--- src/rtl/ysyx_23060203_ifu_pkg.sv ---
// Shared types and constants for the decoupled fetch unit: opcodes,
// prediction modes, front-end state and the fetch-queue entry layout.
package ysyx_23060203_ifu_pkg;

  localparam logic [4:0] OP_BRANCH = 5'b11000;
  localparam logic [4:0] OP_JAL    = 5'b11011;

  typedef enum int {
    PRED_NONE     = 0,
    PRED_BTFN     = 1,
    PRED_BTFN_JAL = 2
  } pred_mode_e;

  typedef enum logic {
    RUN      = 1'b0,
    REDIRECT = 1'b1
  } state_t;

  typedef struct packed {
    logic [31:0] pc;
    logic [31:0] inst;
    logic        taken;
  } fq_entry_t;

endpackage

--- src/rtl/ysyx_23060203_fetch_queue.sv ---
// Circular buffer of fetched instructions; clear beats enq/deq, and the
// caller guarantees enq only when not full and deq only when not empty.
module ysyx_23060203_fetch_queue
  import ysyx_23060203_ifu_pkg::*;
#(
  parameter int  DEPTH   = 4,
  parameter type entry_t = fq_entry_t
) (
  input  logic                   clock,
  input  logic                   reset,
  input  logic                   clear,
  input  logic                   enq,
  input  entry_t                 enq_data,
  input  logic                   deq,
  output entry_t                 head_data,
  output logic [$clog2(DEPTH):0] count
);

  localparam int AW = $clog2(DEPTH);

  entry_t         mem [DEPTH];
  logic [AW-1:0]  head;
  logic [AW-1:0]  tail;

  // NOTE: sequential state uses non-blocking assignments so every register
  // samples the pre-edge value of its neighbours, independent of block order.
  always_ff @(posedge clock) begin
    if (reset || clear) begin
      head  <= '0;
      tail  <= '0;
      count <= '0;
    end else begin
      if (enq) tail <= tail + 1'b1;
      if (deq) head <= head + 1'b1;
      case ({enq, deq})
        2'b10:   count <= count + 1'b1;
        2'b01:   count <= count - 1'b1;
        default: count <= count;
      endcase
    end
  end

  // NOTE: storage is reset (not just the pointers) because the head slot is
  // visible on the outputs and must read as zero straight out of reset.
  always_ff @(posedge clock) begin
    if (reset) begin
      for (int i = 0; i < DEPTH; i++) mem[i] <= '0;
    end else if (enq && !clear) begin
      mem[tail] <= enq_data;
    end
  end

  assign head_data = mem[head];

endmodule

--- src/rtl/ysyx_23060203_ifu_fq.sv ---
// Instruction fetch unit: ICache lookup, static next-PC prediction and a
// fetch queue toward decode, with redirects from EXU and CSR.
module ysyx_23060203_ifu_fq
  import ysyx_23060203_ifu_pkg::*;
#(
  parameter logic [31:0] RESET_PC  = 32'h8000_0000,
  parameter int          DEPTH     = 4,
  parameter int          PRED_MODE = 1
) (
  input  logic                   clock,
  input  logic                   reset,
  input  logic                   jump_flush,
  input  logic [31:0]            jump_dnpc,
  input  logic                   cs_flush,
  input  logic [31:0]            cs_dnpc,
  output logic [31:0]            fetch_addr,
  input  logic                   fetch_hit,
  input  logic [31:0]            fetch_inst,
  input  logic                   out_ready,
  output logic                   out_valid,
  output logic [31:0]            out_pc,
  output logic [31:0]            out_inst,
  output logic                   out_pred_taken,
  output logic [$clog2(DEPTH):0] q_count
);

  localparam int CW = $clog2(DEPTH) + 1;
  localparam logic [CW-1:0] FULL = CW'(DEPTH);

  state_t      state, state_next;
  logic [31:0] redirect, redirect_next;
  logic [31:0] fetch_addr_next;
  logic        flush;
  logic [31:0] dnpc;
  logic        enq;
  logic        deq;
  logic [31:0] imm_b;
  logic [31:0] imm_j;
  logic [31:0] incr;
  logic        taken;
  fq_entry_t   enq_entry;
  fq_entry_t   head_entry;

  assign flush = cs_flush | jump_flush;
  assign dnpc  = cs_flush ? cs_dnpc : jump_dnpc;

  assign imm_b = {{19{fetch_inst[31]}}, fetch_inst[31], fetch_inst[7],
                  fetch_inst[30:25], fetch_inst[11:8], 1'b0};
  assign imm_j = {{11{fetch_inst[31]}}, fetch_inst[31], fetch_inst[19:12],
                  fetch_inst[20], fetch_inst[30:21], 1'b0};

  // Backward branches are predicted taken; JAL only in the richest mode.
  always_comb begin
    incr = 32'd4;
    if (PRED_MODE >= int'(PRED_BTFN) && fetch_inst[6:2] == OP_BRANCH && fetch_inst[31])
      incr = imm_b;
    else if (PRED_MODE == int'(PRED_BTFN_JAL) && fetch_inst[6:2] == OP_JAL)
      incr = imm_j;
  end

  assign taken     = (incr != 32'd4);
  assign enq_entry = '{pc: fetch_addr, inst: fetch_inst, taken: taken};

  assign enq       = (state == RUN) && fetch_hit && !flush && (q_count < FULL);
  assign out_valid = (q_count != '0) && !flush;
  assign deq       = out_valid && out_ready;

  ysyx_23060203_fetch_queue #(
    .DEPTH   (DEPTH),
    .entry_t (fq_entry_t)
  ) u_queue (
    .clock     (clock),
    .reset     (reset),
    .clear     (flush),
    .enq       (enq),
    .enq_data  (enq_entry),
    .deq       (deq),
    .head_data (head_entry),
    .count     (q_count)
  );

  assign out_pc         = head_entry.pc;
  assign out_inst       = head_entry.inst;
  assign out_pred_taken = head_entry.taken;

  // NOTE: every variable driven here gets a default first, so no path leaves
  // it unassigned and no latch is inferred.
  always_comb begin
    state_next      = state;
    redirect_next   = redirect;
    fetch_addr_next = fetch_addr;
    case (state)
      RUN: begin
        if (flush) begin
          if (fetch_hit) begin
            fetch_addr_next = dnpc;
          end else begin
            // A refill is in flight on fetch_addr; park the target instead.
            redirect_next = dnpc;
            state_next    = REDIRECT;
          end
        end else if (enq) begin
          fetch_addr_next = fetch_addr + incr;
        end
      end
      REDIRECT: begin
        if (fetch_hit) begin
          fetch_addr_next = flush ? dnpc : redirect;
          state_next      = RUN;
        end else if (flush) begin
          redirect_next = dnpc;
        end
      end
      default: state_next = RUN;
    endcase
  end

  always_ff @(posedge clock) begin
    if (reset) begin
      state      <= RUN;
      redirect   <= '0;
      fetch_addr <= RESET_PC;
    end else begin
      state      <= state_next;
      redirect   <= redirect_next;
      fetch_addr <= fetch_addr_next;
    end
  end

`ifndef SYNTHESIS
  PERF_IFU_INST:  cover property (@(posedge clock) deq);
  PERF_IFU_FULL:  cover property (@(posedge clock) q_count == FULL);
  PERF_IFU_WAIT:  cover property (@(posedge clock) !fetch_hit);
  PERF_IFU_REDIR: cover property (@(posedge clock) state == REDIRECT);
`endif

endmodule

--- config.mk ---
export PLATFORM = sky130hd
export DESIGN_NAME = ysyx_23060203_ifu_fq
export DESIGN_NICKNAME = d
export VERILOG_FILES = /design/src/rtl/ysyx_23060203_ifu_pkg.sv /design/src/rtl/ysyx_23060203_fetch_queue.sv /design/src/rtl/ysyx_23060203_ifu_fq.sv
export SDC_FILE = /design/constraint.sdc
export NUM_CORES = 1
export LEC_CHECK = 0
export CORE_MARGIN = 5
export CORE_UTILIZATION = 55
export CTS_CLUSTER_SIZE = 28
export DETAILED_ROUTE_END_ITERATION = 8
export PLACE_DENSITY = 0.79
export SLEW_MARGIN = 5
export SYNTH_ARGS = -nofsm -noshare
export SYNTH_HDL_FRONTEND = slang
export SYNTH_SLANG_ARGS = --single-unit
--- constraint.sdc ---
create_clock -name clock -period 8.2 [get_ports clock]
set_input_delay 1.64 -clock clock [delete_from_list [all_inputs] [get_ports clock]]
set_output_delay 1.64 -clock clock [all_outputs]
set_load 0.01 [all_outputs]
==> key figures <==
Drt
  – ANT nets after route: 0
  – Average routed wire per standard cell: around 21 um
  – Vias: 11800
  – First drt pass iteration count: 5
  – Drt first-iter violations: around 1000
  – Total wire length: a little over 40000 um
  – Vias/cell: between 5 and 6
  – Post-route DRC violation count: 0

Setup path
  – Delay-heaviest family, CP: buffers and inverters
  – Required time of the critical path: around 6.6 ns
  – Kind of critical path: in2out
  – Critical-path top delay cell: buf_4
  – Most used cell, CP: buf_4
  – Crit path buffers/inverters: 3
  – Crit-path max FO: roughly 100
  – CP max stage delay: 0.78 ns
  – Crit path DAT: about 3.4 ns
  – Crit path launch type: input port
  – Setup crit end kind: output port
  – Critical Path, Cell by Cell: buf_4 > buf_4 > nor2_1 > o31a_1 > clkdlybuf4s50_1
  – Reg-to-reg slack, setup: slightly below 5 ns

Clock network
  – CTS tree: yes
  – PostCTS Resize Cnt: 0
  – Longest Clk Path Bufs: 3
  – Htree depth: 2
  – Later-pin clock latency in the skew report: about 0.52 ns
  – Clock Pin Slew Worst Setup and Hold Paths: about 0.060 ns
  – Hold buffers post-CTS: 0
  – CTS Root Cell: clkbuf_16
  – Post CTS Setup Buffer Count: 0
  – Sink Count: ~330
  – Num CTS Buffers: 35

STA
  – Worst Max-Slew Pin Slew: ~1.1 ns
  – Final Setup Violations: 0
  – Slew Limit Fails: 0
  – Final Hold Viols: 0
  – Final WS setup: 3.17 ns
  – Slew headroom: 0.257
  – Final min period: between 5 and 6 ns
  – Setup Skew: roughly 0.025 ns
  – Setup_tns: 0 ns
  – RSZ-0062 raised after global routing: false
  – Fmax: between 150 and 200 MHz
  – Final period util: 0.613

Floorplan
  – CORE AREA: 0.0298 mm2
  – Die width: between 150 and 200 um
  – Placement Rows: 63
  – Die Y-Extent: around 180 um
  – Initial core utilization: 0.561
  – # IOs: between 200 and 250
  – Die ar.: between 0.03 and 0.04 mm2

Global route
  – Total GRT Usage: 0.243
  – Global-route wire length before repair: 65000 um
  – Initial antenna violation count: 1
  – Total grt overflow: 0
  – Vias in the first global route: approximately 12000
  – Largest net degree at the start of global routing: 100

Synthesis
  – Synth Cell Area: approximately 0.017 mm2
  – Syn Area/Cell: around 12 um2
  – Yosys reg bits: 334
  – Ys Warns: 0
  – Cells after Synth: approximately 1400
  – Share of synthesized registers carrying an async set or reset: 0
  – Count of flip-flops with a built-in enable after synthesis: 260
  – Synthesized Nets: ~1500
  – Post-synth cell types: roughly 70
  – Sequential area share after synthesis: 0.556
  – Top_reg_cell synth: edfxtp_1

Placement
  – Placed Instance Area: 0.0189 mm2
  – Post-DP HPWL: between 20000 and 30000 um
  – Port buffer count: between 200 and 250
  – Post-place setup slack: ~2.8 ns
  – Cells after DPL: approximately 1900
  – Routability congestion estimate: 0.896

Power
  – Pwr dens: a little under 200 mW/mm2
  – Internal power: around 3 mW
  – Leakage: between 7 and 8 nW
  – Combinational power share: 0.093
  – VDD IR max: between 0.1 and 0.15 mV
  – Net switching power figure: 877 uW
  – Clk pwr share: 0.404
  – Final Power: roughly 3.9 mW
  – Sequential power share: 0.503
  – Net Sw Frac: 0.227

Final layout
  – Final #Nets: 1696
  – Final Non-Filler Cells: 1974
  – Fin area: approximately 0.020 mm2
  – Fillcell total: around 2100
  – Share of layout cells above drive strength 1: 0.109
  – Ant diodes: 0
  – P&R area growth vs syn: 19.7%

Flow run
  – Max cap viols: 0

Run status
  – Status: complete, no violations

Hold path
  – Worst hold path type: reg2reg
## path summary, 6_finish.rpt
kind,startpoint,to,cells past startpoint
setup / recovery,cs_flush,out_valid,5
setup reg to reg,state,u_queue.mem[1][52],5
hold reg to reg,redirect[23],redirect[23],2
hold / removal,redirect[23],redirect[23],2
## metrics by stage
| step | util | hold slack (ns) |
|---|---|---|
| 3_5_place_dp | 0.634 | 0.491 |
| 5_1_grt | 0.672 | 0.517 |
| 4_1_cts | 0.672 | 0.499 |
| 3_3_place_gp | 0.634 | 0.485 |
| 2_1_floorplan | - | 0.477 |
| 6_report | 0.672 | 0.499 |
## worst min-delay path, cell delays in order (launching register included)
cell,delay [ns]
dfxtp_1,0.31
nor2_1,0.10
a211oi_1,0.05
## power by group through the flow
stage	Combinational [mW]	Clock (mW)	Sequential (mW)
after global placement	0.354	0	1.97
after CTS	0.359	1.58	1.94
after detailed placement	0.357	0	1.98
after floorplan	0.192	0	1.96
after global routing	0.389	1.65	1.95
final	0.359	1.56	1.94
## cell usage after synthesis, types with 22 or more instances
cell type	number	area share
ha_1	31	0.023
o21ai_0	22	0.0066
mux4_2	65	0.088
nand2_1	83	0.019
and3_1	40	0.015
a211oi_1	45	0.020
mux2i_1	27	0.016
and2_1	154	0.058
inv_1	35	0.0079
edfxtp_1	260	0.47
nor2_1	201	0.045
dfxtp_1	74	0.089
clkbuf_1	61	0.014
a21oi_1	65	0.019
## cells in the final DEF (no fill, tap or decap), drive strengths merged, types with 9 or more instances in the layout
cell           instances
buf                   18
a311oi                17
clkdlybuf4s50        199
mux4                  65
inv                   38
clkbuf                46
nor2                 202
ha                    31
edfxtp               260
a21oi                 66
a211oi                46
dfxtp                 74
xnor2                 13
nand3                  9
clkinv                10
mux2i                 27
o21ai                 24
nor3                  20
a21o                  17
a221oi                13
and2                 157
nand2                 83
and3                  43
nand2b                15
xor2                  11
## metal layers
layer,track usage,share of wire
met1,0.352,0.42
met2,0.377,0.46
met3,0.0489,0.088
met4,0.0695,0.027
met5,0,0
## area by class of cell
cell class / instances / area [um2] / area share
tap: 390 / 488 / 0.0244
sequential: 334 / 9290 / 0.464
clock inverter: 14 / 131 / 0.00657
inverter: 36 / 135 / 0.00675
clock buffer: 46 / 1000 / 0.0500
multi-input combinational: 937 / 6840 / 0.342
timing repair buffer: 217 / 2120 / 0.106
## cell families (layout without fill, tap and decap cells)
logic type / after synthesis / in the layout / synth area share
multiplexers: 93 / 93 / 0.104
XOR/XNOR: 24 / 24 / 0.0126
flip-flops: 334 / 334 / 0.556
AND/OR/NAND/NOR: 555 / 555 / 0.167
adder cells (fa/ha/maj): 33 / 33 / 0.0256
AO/OA/AOI/OAI: 232 / 232 / 0.0963
buffers and inverters: 140 / 313 / 0.0386
## registers in the layout, summed over array words and instances, names as in the netlist, named ones only
register	count
redirect	32
u_queue.tail	2
state	1
fetch_addr	32
u_queue.count	3
u_queue.mem	260
u_queue.head	2
(Power assumes the default switching activity.)
==> edit 1 (same flow settings) <==
`PRED_MODE`: 1 -> 0.
--- a/src/rtl/ysyx_23060203_ifu_fq.sv
+++ b/src/rtl/ysyx_23060203_ifu_fq.sv
@@ -5,7 +5,7 @@
 #(
   parameter logic [31:0] RESET_PC  = 32'h8000_0000,
   parameter int          DEPTH     = 4,
-  parameter int          PRED_MODE = 1
+  parameter int          PRED_MODE = 0
 ) (
   input  logic                   clock,
   input  logic                   reset,
Formal check against the unedited RTL: not equivalent (Yosys sat finds a counterexample within 4 cycles, from zero or initial values and one cycle with reset high).
==> edit 1 against the unedited design <==
- area after synthesis fell by 7.1%
- non-clock buffer count rose by 2
- final area fell by 6.2%
- highest routed layer unchanged
- routed wire length fell by 9.5%
- power fell by 3.0%
- combinational power fell by 11%
- setup slack got worse by 0.0068 ns
- sequential cell count fell by 4
- register-to-register slack got worse by 0.03 ns
==> edit 1: results (changes against the unedited design) <==
| Metric | Value |
|---|---|
| Inverters | `77 (+110%)` |
| Largest net degree at the start of global routing | `93 (-7.0%)` |
| Core area | `27900 sq um (-6.5%)` |
| Port buffer count | `201 (-0.50%)` |
| Crit path DAT | `3.40 ns (about the same)` |
| Worst Hold End | `redirect[26]$_SDFFE_PP0P_` |
| Compound-gate portion of the synthesized area | `7.65% (-2.0 points)` |
| Register-to-register setup slack | `4.86 ns (-0.03 ns)` |
| Slowest cell delay on critical path | `0.64 ns (-0.14 ns)` |
| Min-delay src | `redirect[26]$_SDFFE_PP0P_` |
| Multi-In Gates | `770 (-18%)` |
| GPL Wtd Cong | `0.889 (-0.76%)` |
| Clk cell area share | `5.81% (+0.15 points)` |
| VDD IR-drop max | `0.113 mV (-0.88%)` |
| CTS max path bufs | `3 (unchanged)` |
| Synth top area cells | `edfxtp_1 (49%), dfxtp_1 (9.5%), mux4_2 (9.3%), nor2_1 (5.3%), a21oi_1 (2.4%)` |
| Crit-path max FO | `59 (-40%)` |
| Synth top cells by count | `edfxtp_1 (256), nor2_1 (218), nand2_1 (86)` |
| Status | `finished clean` |
| Avg Inst Size Synth | `12.2 sq um (+2.9%)` |
| Slew @ Worst Pin | `1.02 ns (-0.0940 ns)` |
| Post-synth EDFFs | `256 (-1.5%)` |
| Depth of the most critical reg-to-reg path | `6 (+1)` |
| Routed length per placed instance | `20.5 um (-2.8%)` |
| Initial antenna violation count | `0 (-1)` |
| Global-route wire length before repair | `58900 um (-9.3%)` |
| Biggest registers after layout | `u_queue.mem x256, fetch_addr x32, redirect x32` |
| Post-synthesis sequential area ratio | `59.0% (+3.4 points)` |
| Clock buffers | `42 (-8.7%)` |
| Layout cells sized above 1 | `13.3% (+2.4 points)` |
| Vias in the first global route | `10700 (-7.8%)` |
| Seq area share | `48.9% (+2.5 points)` |
| FF-to-FF End | `u_queue.mem[1][44]$_SDFFCE_PN0P_` |
| Initial DRC count | `990 (-1.6%)` |
| Register bit total from synthesis | `330 (-1.2%)` |
| Leakage | `7.27 nW (-5.7%)` |
| Final Skew | `0.0157 ns (-0.00905 ns)` |
| Detail Placement HPWL | `23200 um (-13%)` |
| Plain + repair buffers | `219 (+0.92%)` |
| Filler Cell Count | `2019 (-4.0%)` |
| Mux cell area share after synthesis | `11.1% (+0.64 points)` |
| Int Pwr | `2.89 mW (-3.1%)` |
| # nets final | `1538 (-9.3%)` |
| Vias per cell | `5.85 (-1.9%)` |
| Final non-clock buffer share | `11.5% (+0.85 points)` |
## edit 1: per-layer routing
metal  track usage, %  part of all wire, %  up-vias
li1                 -                    -     4966
met2             40.4                   50      488
met1             31.8                   40     5241
met3             4.62                  8.8       47
met4             4.77                  1.6        0
met5                0                    0        -
## edit 1: stage by stage
step | hold slack, ns | worst slack [ns] | util [%] | cell area [sq um] | power [mW]
floorplan | 0.472 | 0.658 | - | 15500 | 2.11
global placement | 0.481 | 2.94 | 63.5 | 17700 | 2.26
finish | 0.494 | 3.16 | 67.4 | 18800 | 3.75
detailed placement | 0.491 | 2.91 | 63.5 | 17700 | 2.27
global route | 0.518 | 3.05 | 67.4 | 18800 | 3.87
CTS | 0.499 | 3.17 | 67.4 | 18800 | 3.77
## edit 1: logic make-up (layout without fill, tap and decap cells)
logic type	Yosys count	after routing
simple gates	476	476
flops	330	330
compound gates	192	192
buf+inv	174	359
mux	92	92
xor+xnor	6	6
fa+ha+maj	3	3
other cells	1	1
==> edit 2 (same settings) <==
Made on the original files. Put a register stage on the output `out_pred_taken`, without a reset. The value now appears one clock later. The other outputs are not delayed to match.
--- a/src/rtl/ysyx_23060203_ifu_fq.sv
+++ b/src/rtl/ysyx_23060203_ifu_fq.sv
@@ -81,7 +81,9 @@
 
   assign out_pc         = head_entry.pc;
   assign out_inst       = head_entry.inst;
-  assign out_pred_taken = head_entry.taken;
+  always_ff @(posedge clock) begin
+    out_pred_taken <= head_entry.taken;
+  end
 
   // NOTE: every variable driven here gets a default first, so no path leaves
   // it unassigned and no latch is inferred.
Formal check against the unedited RTL: not equivalent (a bounded check fails within 4 cycles, from zero or initial values and one cycle with reset high).
==> edit 2 against the unedited design <==
- largest cell class unchanged
- critical endpoint unchanged
- clock power fell by 3%
- utilization fell by 2.2 points
- area after synthesis rose by 3.0%
- combinational power about the same
- routed wire length increased by 0.90%
- fmax barely moved
- setup slack better by 0.0048 ns
- sequential cell count grew 1
- sequential share of layout area is 0.17 points higher
- hold slack lost 0.00085 ns
- final area shrank 0.13%
- power is 1.0% lower
==> edit 2: results (changes against the unedited design) <==
| Metric | Value |
|---|---|
| Routed length per placed instance | `21.2 um (+0.59%)` |
| Register-to-register setup slack | `4.95 ns (+0.06 ns)` |
| Slowest cell delay on critical path | `a little under 0.8 ns` |
| Slew @ Worst Pin | `1.05 ns (-0.0608 ns)` |
| Vias per cell | `5.92 (-0.70%)` |
| Seq. pwr | `a little under 2 mW` |
| Antenna Cells | `0 (unchanged)` |
| Net switching fraction of the power | `23.2% (+0.49 points)` |
| Depth of the most critical reg-to-reg path | `6 (+1)` |
| H-tree depth | `2 (unchanged)` |
| Syn_nets | `1611 (+4.2%)` |
| GPL Wtd Cong | `0.908 (+1.3%)` |
| Layout cells sized above 1 | `10.7% (-0.19 points)` |
| # nets final | `1697 (+0.059%)` |
| Leakage | `7.69 nW (-0.30%)` |
| Async SR Flop Fraction | `0% (unchanged)` |
| Fmax | `199 MHz (about the same)` |
| Post-synth EDFFs | `260 (unchanged)` |
| Clk pwr share | `39.6% (-0.8 points)` |
| Global-route wire length before repair | `65800 um (+1.2%)` |
| Vias after detailed routing | `11700 (-0.40%)` |
| VDD IR-drop max | `0.117 mV (+2.4%)` |
| FF-to-FF End | `u_queue.mem[2][50]$_SDFFCE_PN0P_` |
| Gr usage total | `23.4% (-0.93 points)` |
| Final Skew | `0.0111 ns (-0.0136 ns)` |
| Avg Inst Size Synth | `11.7 sq um (-1.5%)` |
| Sequential power share | `50.9% (+0.6 points)` |
| Placed cells | `1921 (+0.37%)` |
| Setup Slack @ Placement | `2.82 ns (-0.0191 ns)` |
| Placed cell area | `18900 sq um (+0.16%)` |
| Detail Placement HPWL | `26900 um (+0.46%)` |
| Worst Hold End | `redirect[3]$_SDFFE_PP0P_` |
| Synth top area cells | `edfxtp_1 (45%), dfxtp_1 (8.7%), mux4_2 (8.5%), and2_1 (5.6%), nor2_1 (4.4%)` |
| Status | `finished clean` |
| Hold_ws | `0.498 ns (-0.000847 ns)` |
| Post-synthesis sequential area ratio | `54.1% (-1.5 points)` |
| Synth top cells by count | `edfxtp_1 (260), nor2_1 (201), and2_1 (154)` |
| Min-delay src | `redirect[3]$_SDFFE_PP0P_` |
| Initial DRC count | `933 (-7.3%)` |
## edit 2: cell types whose count changed after synthesis, sizes merged
cell / delta
buf: +64
dfxtp: +1
## edit 2: cells by family after synthesis
| kind of cell | synth area share (%) |
|---|---|
| muxes | 10.1 |
| adders and majority gates | 2.49 |
| AOI/OAI and AO/OA | 9.35 |
| xor gates and xnor gates | 1.22 |
| buffers and inverters | 6.54 |
| DFF | 54.1 |
| and+or+nand+nor | 16.2 |
## edit 2: layout make-up
class | instances | area [sq um]
timing repair buffer | 217 | 2120
clock inverter | 17 | 153
fill | 2294 | 10800
multi-input combinational | 937 | 6840
sequential | 335 | 9320
clock buffer | 42 | 923
inverter | 36 | 135
tap | 396 | 495
## edit 2: per-layer routing
metal  vias to the layer above  track usage [%]  share of wire [%]
li1                       5463                -                  -
met1                      5704             33.8                 43
met2                       490             37.3                 46
met3                        68             4.27                8.0
met4                         0             5.63                2.3
met5                         -                0                  0
